**src/rtl/palette_encode.sv**
```systemverilog
// Colour-to-palette encoder: maps 24-bit pixels to 4-bit indices and writes them
// into a two-bank memory, even pixels to bank 0 and odd pixels to bank 1.
module palette_encode #(
  parameter int unsigned FRAME_WORDS = 1024
) (
  input  logic        clk,
  input  logic        rst_n,
  input  logic        start,
  input  logic        pix_valid,
  input  logic [23:0] pix_rgb,
  output logic        pix_ready,
  output logic [10:0] mem_address,
  output logic [3:0]  mem_data,
  output logic        mem_wren,
  output logic        busy,
  output logic        done,
  output logic [15:0] miss_count
);

  localparam logic [10:0] LastPix = 11'(2 * FRAME_WORDS - 1);

  typedef enum logic [1:0] {StIdle, StRun, StFlush} state_e;

  state_e      state_q, state_d;
  logic [10:0] cnt_q, cnt_d;
  logic [15:0] miss_q, miss_d;
  logic        wren_q, wren_d;
  logic        done_q, done_d;
  logic [10:0] addr_q, addr_d;
  logic [3:0]  data_q, data_d;
  logic [3:0]  idx;
  logic        hit;
  logic        last;

  assign last = (cnt_q == LastPix);

  // Exact-match palette; black is a legitimate entry, so it is a hit with index 0.
  always_comb begin
    idx = 4'h0;
    hit = 1'b1;
    case (pix_rgb)
      24'h000066: idx = 4'h1;
      24'hFF0000: idx = 4'h2;
      24'hFF3200: idx = 4'h3;
      24'hFFFF00: idx = 4'h4;
      24'h33FF00: idx = 4'h5;
      24'h009BFF: idx = 4'h6;
      24'h6D33FF: idx = 4'h7;
      24'hFFD393: idx = 4'h8;
      24'hFF99FF: idx = 4'h9;
      24'hFF329F: idx = 4'hA;
      24'h999999: idx = 4'hB;
      24'hFF9999: idx = 4'hC;
      24'hFFFFFF: idx = 4'hD;
      24'h000000: idx = 4'h0;
      default:    hit = 1'b0;
    endcase
  end

  always_comb begin
    state_d = state_q;
    cnt_d   = cnt_q;
    miss_d  = miss_q;
    wren_d  = 1'b0;
    done_d  = 1'b0;
    addr_d  = addr_q;
    data_d  = data_q;
    unique case (state_q)
      StIdle: begin
        if (start) begin
          state_d = StRun;
          cnt_d   = '0;
          miss_d  = '0;
        end
      end
      StRun: begin
        if (pix_valid) begin
          wren_d = 1'b1;
          addr_d = {cnt_q[0], cnt_q[10:1]};
          data_d = idx;
          if (!hit && miss_q != 16'hFFFF) miss_d = miss_q + 16'd1;
          if (last) begin
            state_d = StFlush;
            done_d  = 1'b1;
            cnt_d   = '0;
          end else begin
            cnt_d = cnt_q + 11'd1;
          end
        end
      end
      StFlush: state_d = StIdle;
      default: state_d = StIdle;
    endcase
  end

  always_ff @(posedge clk) begin
    if (!rst_n) begin
      state_q <= StIdle;
      cnt_q   <= '0;
      miss_q  <= '0;
      wren_q  <= 1'b0;
      done_q  <= 1'b0;
      addr_q  <= '0;
      data_q  <= '0;
    end else begin
      state_q <= state_d;
      cnt_q   <= cnt_d;
      miss_q  <= miss_d;
      wren_q  <= wren_d;
      done_q  <= done_d;
      addr_q  <= addr_d;
      data_q  <= data_d;
    end
  end

  assign pix_ready   = (state_q == StRun);
  assign busy        = (state_q != StIdle);
  assign mem_wren    = wren_q;
  assign done        = done_q;
  assign mem_address = addr_q;
  assign mem_data    = data_q;
  assign miss_count  = miss_q;

endmodule

```
**config.mk**
```make
export PLATFORM = sky130hd
export DESIGN_NAME = palette_encode
export DESIGN_NICKNAME = d
export VERILOG_FILES = /design/src/rtl/palette_encode.sv
export SDC_FILE = /design/constraint.sdc
export NUM_CORES = 1
export LEC_CHECK = 0
export CAP_MARGIN = 15
export CORE_MARGIN = 2
export CORE_UTILIZATION = 51
export CTS_CLUSTER_SIZE = 20
export DETAILED_ROUTE_END_ITERATION = 12
export PLACE_DENSITY = 0.83
export SYNTH_ARGS = -nofsm -noshare
export SYNTH_HDL_FRONTEND = slang
export SYNTH_SLANG_ARGS = --single-unit
export TNS_END_PERCENT = 100
```
**constraint.sdc**
```tcl
create_clock -name clk -period 2.4 [get_ports clk]
set_input_delay 0.24 -clock clk [delete_from_list [all_inputs] [get_ports clk]]
set_output_delay 0.24 -clock clk [all_outputs]
set_load 0.005 [all_outputs]
```
==> metrics.md, run 1 <==
| Metric | Value |
|---|---|
| Mapped Area | `2800 sq um` |
| Crit path capture type | `register` |
| Worst min path class | `reg2reg` |
| Slew Limit Fails | `0` |
| Met2 routed WL | `3730 microns` |
| Final non-filler cell total | `506` |
| Vias/cell | `6.08` |
| Net count after synthesis | `373` |
| EDFF count, synth | `0` |
| Leak Pwr | `0.00145 uW` |
| Hold_buf cts | `0` |
| Share of flip-flops with an asynchronous set or reset | `0%` |
| Aggregate global-route resource usage | `26.9%` |
| Initial Utilization | `53.7%` |
| Clock transition at path regs | `0.09 ns` |
| DIE WIDTH | `78.1 microns` |
| Synthesis-to-layout area growth | `35.3%` |
| Initial DRC Count | `275` |
| Clock group share of total power | `33.7%` |
| Worst-Margin Slew | `0.581 ns` |
| Met1 WL | `3500 microns` |
| Final setup margin | `0.155 ns` |
| TritonRoute pass-1 iters | `5` |
| Root Driver | `clkbuf_8` |
| Setup CP Type | `in2reg` |
| Clock skew | `0.00875 ns` |
| Sw Share | `26.9%` |
| Residual DRC count | `0` |
| Critical Path RT | `2.61 ns` |
| Placer Congestion | `0.950` |
| Detail Placement HPWL | `5860 microns` |
| Internal power | `1080 uW` |
| Avg Cell Area, Syn | `8.15 sq um` |
| Worst Setup Start Kind | `input port` |
| Die area | `6090 sq um` |
| Max Clock Freq | `446 MHz` |
| Vias in the first global route | `2961` |
| Final Cycle Share | `93.5%` |
| Final net count | `465` |
| Remaining Overflow, GRT | `0` |
| CTS Buf Count | `5` |
| Max Used Layer | `met4` |
| CTS tree | `built` |
| R2R setup slack | `0.23 ns` |
| # H-tree levels | `2` |
| PortBufs | `62` |
| Final core utilization | `72.7%` |
| Layout cell share with drive strength beyond 1 | `16.5%` |
| First-pass GRT wire length | `13400 microns` |
| Placed Cells incl. Taps | `498` |
| Psw | `395 uW` |
| Pre-CTS WS | `-0.144 ns` |
| Synth cell types | `59` |
| Latest clock arrival within the worst-skew pair | `0.31 ns` |
| Largest net degree at the start of global routing | `24` |
| Met3 WL | `563 microns` |
| Ant. Diodes | `0` |
| Clk sinks | `46` |
| Relative slew slack | `61.0%` |
| Outcome | `completed` |
| Worst VDD drop | `281 uV` |
| Synth Register Bits | `46` |
| Initial antenna violation count | `0` |
| Height of the die | `78.1 microns` |
| CTS Buffer Depth | `2` |
| Fin crit period | `2.24 ns` |
| RSZ-0062 raised after global routing | `false` |
| Crit Path Max Fanout | `11` |
| Synth Instances | `343` |
| MaxCap Viol Count | `0` |
| Routed len/inst | `15.6 microns` |
| Worst EP arrival | `2.45 ns` |
| Top_reg_cell synth | `dfxtp_1` |
| TNS Setup | `0 ns` |
| I/O pin cnt | `63` |
| Power Density | `389 nW/um^2` |
| DRT Wirelength | `7880 microns` |
| Sequential-to-total area share from yosys stat | `32.9%` |
| Final Hold Viols | `0` |
| Routed vias | `3076` |
| Endpoints failing setup | `0` |
| Logic pwr share | `13.8%` |
| Seq pwr share | `52.6%` |
| YS warnings | `0` |
| Routed Antenna Nets | `0` |
| Core footprint | `5200 sq um` |
| FP Rows | `26` |
==> routing by layer <==
metal | track usage [%] | vias up
li1 | - | 1471
met1 | 35.7 | 1451
met2 | 44.3 | 141
met3 | 5.86 | 13
met4 | 7.72 | 0
met5 | 0 | -
==> cell families (layout without fill, tap and decap cells) <==
kind of cell	after synthesis	count (layout)	share of synthesized area [%]
AND/OR/NAND/NOR	201	201	40.8
AO/OA/AOI/OAI	69	69	18.9
flip-flops	46	46	32.9
buffers and inverters	17	110	3.94
XOR/XNOR	8	8	2.51
adder cells (fa/ha/maj)	2	2	0.895
==> cells in the mapped netlist, types with 5 or more instances <==
cell type  instances  area share [%]
or4_1              6             1.6
nand4_1           15             3.4
nor3_1            17             3.0
o21ai_0            7             1.3
a21o_1            11             3.0
nor2_1            25             3.4
dfxtp_1           46              33
nor4_1             9             2.0
nand2_1           54             7.2
clkbuf_1           9             1.2
and3_1             5             1.1
xor2_1             5             1.6
or3_1              6             1.3
a21boi_0          15             4.0
nand3_1           26             4.7
o31ai_1            8             2.1
==> cells in the final DEF (no fill, tap or decap), drive strengths merged, types with 2 or more instances in the layout <==
cell / instances
clkdlybuf4s50: 62
nand2: 54
dfxtp: 46
buf: 37
nand3: 27
nor2: 25
nor3: 20
nand4: 16
a21boi: 15
a21o: 11
nor4: 11
o21ai: 10
or4: 10
o31ai: 8
or3: 8
and3: 6
xor2: 5
clkbuf: 5
and2: 5
or2: 4
nor3b: 4
a21oi: 4
a211o: 4
inv: 4
and4: 3
xnor2: 3
a32oi: 3
a22oi: 3
nand2b: 2
nand3b: 2
o32ai: 2
o211ai: 2
o311ai: 2
ha: 2
or4bb: 2
==> registers in the layout (all words and copies together) (netlist names) <==
name	flops
cnt_q	11
done	1
mem_address	11
mem_data	4
mem_wren	1
miss_count	16
state_q	2
==> power by group through the flow <==
stage	sequential, uW	clock, uW	combinational [uW]
floorplan	791	0	92.9
global placement	792	0	197
detailed placement	792	0	200
CTS	774	502	201
global route	775	537	220
finish	774	495	203
==> stage by stage <==
step | hold WS, ns | total power, uW | instance area, sq um
floorplan | 0.446 | 884 | 2800
global placement | 0.449 | 988 | 3680
CTS | 0.471 | 1480 | 3780
global route | 0.495 | 1530 | 3780
finish | 0.466 | 1470 | 3780
detailed placement | 0.457 | 992 | 3680
==> timing repair <==
| item | 4_1_cts | 5_1_grt |
|---|---|---|
| setup buffers | 0 | 0 |
| endpoints found under the setup margin | 0 | 1 |
| resized for setup | 0 | 1 |
==> area by class of cell <==
| type | instances | area (sq um) |
|---|---|---|
| multi-input cells | 280 | 1770 |
| repair buffers | 99 | 898 |
| well taps | 70 | 87.6 |
| clock inverters | 3 | 25.0 |
| flip-flops and latches | 46 | 921 |
| fillers | 420 | 1420 |
| inverters | 3 | 11.3 |
| clock buffers | 5 | 68.8 |
==> worst paths after layout <==
check | from | endpoint | cells past startpoint
worst min register to register | mem_address[6] | mem_address[6] | 2
worst max-delay path | pix_rgb[11] | miss_count[15] | 9
worst min-delay path | mem_address[6] | mem_address[6] | 2
worst max register to register | miss_count[4] | miss_count[15] | 6
==> worst max-delay path: stages <==
cell             delay [ns]
clkdlybuf4s50_1        0.52
or3b_1                 0.46
nor4_1                 0.34
buf_4                  0.18
a22oi_2                0.10
nand4_4                0.18
buf_4                  0.17
o31ai_1                0.07
a21o_1                 0.17
Note: power is estimated with default switching activity, not from simulation.
==> run 2, diff against run 1 <==
--- a/config.mk
+++ b/config.mk
@@ -8,6 +8,7 @@
 export CAP_MARGIN = 15
 export CORE_MARGIN = 2
 export CORE_UTILIZATION = 51
+export CTS_CLUSTER_DIAMETER = 120
 export CTS_CLUSTER_SIZE = 20
 export DETAILED_ROUTE_END_ITERATION = 12
 export PLACE_DENSITY = 0.83
==> results of run 2 <==
Same layout as run 1: the final DEF is identical, and so are final timing and power.
